$ cat config.mk
export PLATFORM = sky130hd
export DESIGN_NAME = rom_pair_accumulator
export DESIGN_NICKNAME = d
export VERILOG_FILES = /design/src/rtl/rom_pair_pkg.sv /design/src/rtl/sync_rom.sv /design/src/rtl/rom_pair_accumulator.sv
export SDC_FILE = /design/constraint.sdc
export NUM_CORES = 1
export LEC_CHECK = 0
export ABC_AREA = 0
export ABC_CLOCK_PERIOD_IN_PS = 2360
export BUFFER_PORTS_ARGS = -buffer_cell sky130_fd_sc_hd__buf_2
export CAP_MARGIN = 20
export CORE_AREA = 10 10 54 56
export DETAILED_ROUTE_END_ITERATION = 16
export DIE_AREA = 0 0 64 66
export GPL_TIMING_DRIVEN = 0
export SYNTH_ARGS = -nofsm -noshare
export SYNTH_HDL_FRONTEND = slang
export SYNTH_SLANG_ARGS = --single-unit
export TNS_END_PERCENT = 10
$ cat constraint.sdc
create_clock -name clock -period 2.36 [get_ports clock]
set_clock_uncertainty 0.15 [all_clocks]
set_input_delay 0.472 -clock clock [delete_from_list [all_inputs] [get_ports clock]]
set_output_delay 0.472 -clock clock [all_outputs]
set_load 0.005 [all_outputs]
$ cat src/rtl/rom_pair_pkg.sv
// -----------------------------------------------------------------------------
// rom_pair_pkg
// Shared definitions for the ROM pair accumulator:
//   state_e   - sequencer states (idle, issuing addresses, draining the pipe)
//   sum_width - result width that cannot overflow over a whole pass
// -----------------------------------------------------------------------------
package rom_pair_pkg;

   typedef enum logic [1:0] {
      StIdle,
      StRun,
      StDrain
   } state_e;

   // A full pass adds 2**addr_w pairs, each below 2**(data_w+1), so the
   // running total always fits in data_w + addr_w + 1 bits.
   function automatic int unsigned sum_width(input int unsigned data_w,
                                             input int unsigned addr_w);
      return data_w + addr_w + 1;
   endfunction

endpackage

$ cat src/rtl/sync_rom.sv
// -----------------------------------------------------------------------------
// sync_rom
// Single-port ROM with a registered read. Contents live in MEM and are
// preloaded from outside (e.g. by a hierarchical write).
// Ports:
//   clock - rising-edge clock
//   en    - read enable; data holds its last value while low
//   addr  - read address
//   data  - registered read data, valid the cycle after addr is presented
// -----------------------------------------------------------------------------
module sync_rom #(
   parameter int unsigned DATA_W = 8,
   parameter int unsigned ADDR_W = 4
) (
   input  logic              clock,
   input  logic              en,
   input  logic [ADDR_W-1:0] addr,
   output logic [DATA_W-1:0] data
);

   logic [DATA_W-1:0] MEM [2**ADDR_W];
   logic [DATA_W-1:0] data_q;

   always_ff @(posedge clock) begin
      if (en) begin
         data_q <= MEM[addr];
      end
   end

   assign data = data_q;

endmodule

$ cat src/rtl/rom_pair_accumulator.sv
// -----------------------------------------------------------------------------
// rom_pair_accumulator
// Walks an address counter through two identical ROM banks (A and B), adds
// each addressed pair and either reports the per-pair sum (accum=0) or a
// running total for the current pass (accum=1). Passes run once or loop
// continuously under a start/busy/done handshake.
// Ports:
//   clock     - rising-edge clock
//   reset     - asynchronous active-low reset
//   start     - request a pass, only honoured when idle
//   accum     - 0 = per-pair sum, 1 = running accumulate (latched at start)
//   loop      - 1 = wrap to address 0 after the last address, 0 = stop there
//   address   - current ROM address
//   sum       - registered result; holds while sum_valid is low
//   sum_valid - sum was updated this cycle
//   busy      - pass in progress (issuing or draining)
//   done      - one-cycle pulse alongside the final sum of a terminated pass
// Pipeline: address -> ROM read register (stage 1) -> sum register (stage 2).
// -----------------------------------------------------------------------------
module rom_pair_accumulator
   import rom_pair_pkg::*;
#(
   parameter int unsigned  DATA_W = 8,
   parameter int unsigned  ADDR_W = 4,
   localparam int unsigned SUM_W  = sum_width(DATA_W, ADDR_W)
) (
   input  logic              clock,
   input  logic              reset,
   input  logic              start,
   input  logic              accum,
   input  logic              loop,
   output logic [ADDR_W-1:0] address,
   output logic [SUM_W-1:0]  sum,
   output logic              sum_valid,
   output logic              busy,
   output logic              done
);

   localparam logic [ADDR_W-1:0] LastAddr = '1;

   state_e            state_q;
   logic [ADDR_W-1:0] addr_q;
   logic              accum_q;

   // Stage 1 tags travel alongside the registered ROM data.
   logic              v1_q;
   logic              first1_q;

   // Stage 2 results.
   logic [SUM_W-1:0]  sum_q;
   logic              sum_valid_q;
   logic              done_q;

   logic [DATA_W-1:0] a_data;
   logic [DATA_W-1:0] b_data;
   logic [DATA_W:0]   pair;
   logic [SUM_W-1:0]  pair_ext;
   logic              rom_en;

   assign rom_en = (state_q == StRun);

   sync_rom #(
      .DATA_W (DATA_W),
      .ADDR_W (ADDR_W)
   ) A1 (
      .clock (clock),
      .en    (rom_en),
      .addr  (addr_q),
      .data  (a_data)
   );

   sync_rom #(
      .DATA_W (DATA_W),
      .ADDR_W (ADDR_W)
   ) B1 (
      .clock (clock),
      .en    (rom_en),
      .addr  (addr_q),
      .data  (b_data)
   );

   assign pair     = {1'b0, a_data} + {1'b0, b_data};
   assign pair_ext = SUM_W'(pair);

   always_ff @(posedge clock or negedge reset) begin
      if (!reset) begin
         state_q     <= StIdle;
         addr_q      <= '0;
         accum_q     <= 1'b0;
         v1_q        <= 1'b0;
         first1_q    <= 1'b0;
         sum_q       <= '0;
         sum_valid_q <= 1'b0;
         done_q      <= 1'b0;
      end else begin
         // Stage 1: the ROMs capture addr_q this edge whenever we are issuing.
         v1_q     <= (state_q == StRun);
         first1_q <= (addr_q == '0);

         // Stage 2: address 0 opens a pass, so the running total restarts there
         // (covers both a fresh start and a loop wrap).
         sum_valid_q <= v1_q;
         done_q      <= 1'b0;
         if (v1_q) begin
            sum_q <= (accum_q && !first1_q) ? sum_q + pair_ext : pair_ext;
         end

         unique case (state_q)
            StIdle: begin
               if (start) begin
                  state_q <= StRun;
                  addr_q  <= '0;
                  accum_q <= accum;
               end
            end
            StRun: begin
               if (addr_q == LastAddr) begin
                  if (loop) begin
                     addr_q <= '0;
                  end else begin
                     state_q <= StDrain;
                  end
               end else begin
                  addr_q <= addr_q + 1'b1;
               end
            end
            StDrain: begin
               // The only sample still in flight is the last address of the pass.
               if (v1_q) begin
                  state_q <= StIdle;
                  done_q  <= 1'b1;
               end
            end
            default: state_q <= StIdle;
         endcase
      end
   end

   assign address   = addr_q;
   assign sum       = sum_q;
   assign sum_valid = sum_valid_q;
   assign done      = done_q;
   assign busy      = (state_q == StRun) || (state_q == StDrain);

endmodule

==> results.py, run 1 <==
metrics = {
    "clock_tree": {
        "cts.root.buffer_cell": "clkbuf_4",
        "clk_pin_slew_worst_paths_ns": 0.06,
        "cts_made_buffers": 3,
        "cts.path.max_buffers": 2,
        "cts_tree": "built",
        "clk_latency_ns": 0.26,
        "cts_setup_buffers": 0,
        "cts_sinks": 9,
        "htreeDepth": 1,
    },
    "place": {
        "port_buffers": 10,
        "place_congestion": 0.713,
        "dp_hpwl_um": 988,
    },
    "global_route": {
        "grt.met2_usage_pct": 9.70,
        "busiest_layer": "met2",
        "use_met3_pct": 2.71,
        "grt_pass1_vias": 432,
        "grt_max_degree": 10,
        "grt-ovfl-total": 0,
        "gr-usage-all-layers_pct": 5.89,
        "grt_antenna_before_repair": 0,
        "met1_usage_pct": 5.84,
        "grt_pass1_wl_um": 1970,
    },
    "critical_path": {
        "cp_max_fo": 9,
        "critPathKind": "register to register",
        "crit_required_ns": 2.36,
        "worstSetupStartpointType": "register",
        "reg2reg_depth": 5,
        "cp.arrival_ns": 1.95,
        "endpoint_kind": "register",
    },
    "timing": {
        "final_hold_viol_count": 0,
        "period_share_pct": 82.6,
        "hold_ws_ns": 0.249,
        "setup_tns_ns": 0,
        "drv_slew": 0,
        "post-route-min-period_ns": 1.95,
        "timing.fmax_mhz": 513,
        "setup_viol_count_final": 0,
        "rsz0062_at_grt": "false",
    },
    "pwr": {
        "vdd_drop_max_v": 0.000378,
        "pwr_density_cell_nw_per_um2": 925,
        "p_leak_nw": 0.427,
    },
    "final_layout": {
        "syn2layout_area_growth_pct": 26.5,
        "final_cell_mix": "buf_4 (13), conb_1 (13), buf_2 (10)",
        "n_antenna_cell": 0,
        "drive_above_1_share_pct": 36.5,
        "nNetsFinal": 97,
    },
    "yosys": {
        "yosysUniqueCellTypes": 21,
        "synth-seq-cells": 9,
        "yosysSeqAreaShare_pct": 35.9,
        "ys_warn_count": 0,
        "synth.avg_cell_area_um2": 10.8,
        "syn_inst": 58,
        "syn_area_um2": 628,
    },
    "detailed_routing": {
        "via_per_inst": 3.74,
        "wl_per_cell_um": 10.3,
        "dr.pass1.iters": 4,
        "post-route-drc-count": 0,
        "routed-via-count": 419,
        "antenna_left": 0,
        "drt-initial-drc-count": 10,
        "wirelength_um": 1160,
    },
    "floorplanning": {
        "core_um2": 1900,
        "die_w_um": 64,
        "die_area_um2": 4220,
        "initial_utilization_pct": 33.0,
        "ios": 25,
        "fp.dieH_um": 66,
        "num_rows": 16,
    },
    "hold_path": {
        "hold_depth": 0,
        "min_path_type": "register to register",
    },
    "job": {
        "cap_violations": 0,
    },
    "status": {
        "run_status": "complete, no violations",
    },
}
-- synth_stat cells --
master | instances | area, um^2
nand3_1 | 1 | 5.00
o221ai_1 | 1 | 8.76
and3_1 | 1 | 6.26
nor2b_1 | 3 | 18.8
dfrtp_1 | 9 | 225
o2bb2ai_1 | 1 | 8.76
o21ai_0 | 1 | 5.00
nand4_1 | 1 | 6.26
a2111oi_4 | 1 | 27.5
nand2_1 | 1 | 3.75
or2b_1 | 1 | 7.51
inv_1 | 5 | 18.8
conb_1 | 1 | 3.75
a41oi_1 | 1 | 8.76
nand2b_1 | 3 | 18.8
and2_1 | 2 | 12.5
buf_4 | 13 | 97.6
ha_1 | 6 | 75.1
mux2i_1 | 3 | 30.0
mux2_4 | 2 | 30.0
nand3_2 | 1 | 10.0
-- cell type report --
class	count	area, um^2
buffer	13	97.6
clock buffer	3	22.5
clock inverter	1	5.00
fill	196	1110
inverter	5	18.8
multi-input combinational	43	332
sequential	9	225
tap	27	33.8
timing repair buffer	11	60.1
-- through the flow --
step | total power [mW] | util [%] | area [um^2] | std cells | setup WS, ns
after floorplan | 0.530 | - | 673 | 70 | 0.546
after global placement | 0.617 | 39.8 | 757 | 107 | 0.414
after detailed placement | 0.626 | 39.8 | 757 | 107 | 0.412
after CTS | 0.755 | 41.8 | 795 | 112 | 0.373
after global routing | 0.806 | 41.8 | 795 | 112 | 0.315
final | 0.735 | 41.8 | 795 | 112 | 0.411
-- report_power, final --
part / internal [mW] / switching (mW)
sequential: 0.206 / 0.0400
clock: 0.0627 / 0.0578
combinational: 0.197 / 0.171
total: 0.466 / 0.269
-- logic make-up after synthesis --
group	count (synthesis)	share of synthesized area (%)
DFF	9	35.9
and+or+nand+nor	14	14.1
adders and majority gates	6	12.0
other	1	0.597
muxes	5	9.56
AOI/OAI and AO/OA	5	9.36
buffers and inverters	18	18.5
-- final timing paths --
check / startpoint / end / slack, ns
hold reg to reg: v1_q$_DFF_PN0_ / sum_valid$_DFF_PN0_ / 0.25
min in group asynchronous: reset / address[3]$_DFFE_PN0P_ / 0.43
max in group asynchronous: reset / state_q[1]$_DFFE_PN0P_ / 1.46
setup reg to reg: state_q[1]$_DFFE_PN0P_ / state_q[0]$_DFFE_PN0P_ / 0.41
hold / removal: v1_q$_DFF_PN0_ / sum_valid$_DFF_PN0_ / 0.25
setup / recovery: state_q[1]$_DFFE_PN0P_ / state_q[0]$_DFFE_PN0P_ / 0.41
-- critical path: stages (launching register included) --
cell and delay [ns]:
dfrtp_1 0.37, inv_1 0.10, ha_1 0.31, and2_1 0.22
a2111oi_4 0.35, mux2_4 0.33
-- routing by layer --
metal | wire length [um] | part of all wire [%] | vias up
met5 | 0 | 0 | -
met4 | 10 | 0.86 | 0
met3 | 86 | 7.4 | 2
met2 | 607 | 52 | 20
met1 | 453 | 39 | 178
li1 | - | - | 219
-- state kept, by name, indices dropped and copies added, names as in the netlist --
signal,count
v1_q,1
sum_valid,1
address,4
state_q,2
done,1
-- timing repair --
item / 4_1_cts / 5_1_grt
endpoints found under the hold margin: 9 / 0
hold buffers: 1 / 0
gates resized for setup: 0 / 0
(Power assumes the default switching activity.)
==> run 2, diff against run 1 <==
Settings changed: ABC_CLOCK_PERIOD_IN_PS 2360 to 1800.
Clock period 2.36 ns to 1.8 ns, I/O delays scaled along.
==> results.py, run 2 (same netlist as run 1, synthesis figures left out) <==
metrics = {
    "status": {
        "run_status": "complete, no violations",
    },
    "final_layout": {
        "layout.cells.non_filler": 119,
        "regArea_um2": 226,
        "final_core_util_pct": 46.1,
        "multi_input_area_um2": 357,
        "design_area_um2": 876,
        "syn2layout_area_growth_pct": 39.4,
        "nNetsFinal": 104,
        "fillCellCount": 185,
        "n_antenna_cell": 0,
        "final_common_cell": "buf_4",
        "final_cell_mix": "buf_4 (19), conb_1 (13), buf_2 (10)",
        "largest_reg_flops": 4,
        "drive_above_1_share_pct": 47.8,
    },
    "timing": {
        "rsz0062_at_grt": "true",
        "setup_viol_count_final": 0,
        "drv_slew": 0,
        "fin_ws_ns": 0.0226,
        "timing.fmax_mhz": 563,
        "setup_tns_ns": 0,
        "hold_ws_ns": 0.298,
        "post-route-min-period_ns": 1.78,
        "final_hold_viol_count": 0,
        "period_share_pct": 98.7,
    },
    "clock_tree": {
        "htreeDepth": 1,
        "cts_sinks": 9,
        "cts_made_buffers": 3,
        "cts_tree": "built",
        "cts.path.max_buffers": 2,
        "cts.root.buffer_cell": "clkbuf_4",
        "clk_latency_ns": 0.26,
        "clk_pin_slew_worst_paths_ns": 0.06,
    },
    "critical_path": {
        "crit_start": "state_q[1]$_DFFE_PN0P_",
        "crit_chain": "inv_2, ha_4, buf_6, a2111oi_4, mux2_4",
        "r2r_end": "state_q[0]$_DFFE_PN0P_",
        "reg2reg_depth": 5,
        "critPathKind": "register to register",
        "crit_required_ns": 1.80,
        "cpPeakStageDelay_ns": 0.41,
        "cp.arrival_ns": 1.78,
        "endpoint_kind": "register",
        "worstSetupStartpointType": "register",
        "cpMaxStageDelayCell": "a2111oi_4",
        "cp_max_fo": 5,
        "r2r_start": "state_q[1]$_DFFE_PN0P_",
        "ff2ff_setup_slack_ns": 0.02,
    },
    "detailed_routing": {
        "dr.pass1.iters": 3,
        "wl_met3_um": 123,
        "drt-initial-drc-count": 23,
        "top_layer_used": "met4",
        "wirelength_um": 1220,
        "via_per_inst": 3.82,
        "antenna_left": 0,
        "wl_met1_um": 481,
        "dr_wl_met2_um": 596,
        "post-route-drc-count": 0,
        "wl_per_cell_um": 10.3,
        "routed-via-count": 455,
    },
    "global_route": {
        "grt-ovfl-total": 0,
        "grt_pass1_vias": 443,
        "grt_pass1_wl_um": 2020,
        "gr-usage-all-layers_pct": 6.06,
        "grt_antenna_before_repair": 0,
        "grt_max_degree": 10,
    },
    "pwr": {
        "p_leak_nw": 0.456,
        "power_frac_comb_pct": 56.5,
        "switching_share_pct": 34.7,
        "vdd_drop_max_v": 0.000495,
        "pwr_density_cell_nw_per_um2": 1300,
        "p_clk_share_pct": 13.6,
        "p_int_mw": 0.744,
        "p_seq_share_pct": 29.8,
        "p_switching_mw": 0.396,
        "power_mw": 1.14,
    },
    "floorplanning": {
        "fp.dieH_um": 66,
        "initial_utilization_pct": 33.0,
        "ios": 25,
        "die_w_um": 64,
        "die_area_um2": 4220,
        "core_um2": 1900,
        "num_rows": 16,
    },
    "hold_path": {
        "hold_path_startpoint": "v1_q$_DFF_PN0_",
        "min_path_type": "register to register",
        "hold_depth": 0,
        "hold_end": "sum_valid$_DFF_PN0_",
    },
    "place": {
        "place_congestion": 0.709,
        "place_ws_ns": -0.103,
        "port_buffers": 10,
        "placedCellCount": 107,
        "dp_hpwl_um": 965,
        "dpl_cell_area_um2": 759,
    },
    "job": {
        "cap_violations": 0,
    },
}
## run 2: changes by cell type in the layout (fill, tap and decap cells not counted), moves of 2 or more
cell / previous run / this run
buf_4: 13 / 19
ha_1: 6 / 3
ha_2: 0 / 2
inv_1: 5 / 3
inv_2: 0 / 2
## run 2: routing by layer
layer	global-route usage, %	up-vias
met1	5.74	197
met4	3.28	0
met3	3.73	2
li1	-	236
met5	0	-
met2	10.1	20
## run 2: power groups by stage
stage	sequential, mW	combinational (mW)	clock (mW)
5_1_grt	0.348	0.728	0.180
6_report	0.340	0.645	0.155
4_1_cts	0.341	0.622	0.164
3_3_place_gp	0.326	0.489	0
3_5_place_dp	0.326	0.498	0
2_1_floorplan	0.322	0.377	0
## run 2: worst max path at each step
stage	depth (start not counted)	endpoint	slack, ns
5_1_grt	5	state_q[0]$_DFFE_PN0P_	-0.06
3_3_place_gp	5	state_q[0]$_DFFE_PN0P_	-0.08
4_1_cts	5	state_q[0]$_DFFE_PN0P_	0.007
2_1_floorplan	5	state_q[0]$_DFFE_PN0P_	0.005
6_report	5	state_q[0]$_DFFE_PN0P_	0.02
3_5_place_dp	5	state_q[0]$_DFFE_PN0P_	-0.10
## run 2: critical path, delay by kind of cell, from the launching register on
| kind | cells | cell delay [ns] |
|---|---|---|
| DFF | 1 | 0.39 |
| AOI/OAI and AO/OA | 1 | 0.41 |
| muxes | 1 | 0.33 |
| adders and majority gates | 1 | 0.18 |
| buffers and inverters | 2 | 0.20 |
## run 2: layout make-up
type                            count  share of cell area, %
Multi-Input combinational cell     43                   40.7
Sequential cell                     9                   25.9
Timing Repair Buffer               18                   13.3
Buffer                             13                   11.1
Tap cell                           27                   3.86
Clock buffer                        4                   3.00
Inverter                            5                   2.14
## run 2: repair_timing
item | CTS | global route
setup buffers | 6 | 1
resized for setup | 8 | 1
hold buffers | 1 | 0
endpoints found under the hold margin | 9 | 0
endpoints found under the setup margin | 3 | 2
pin swaps | 1 | 2
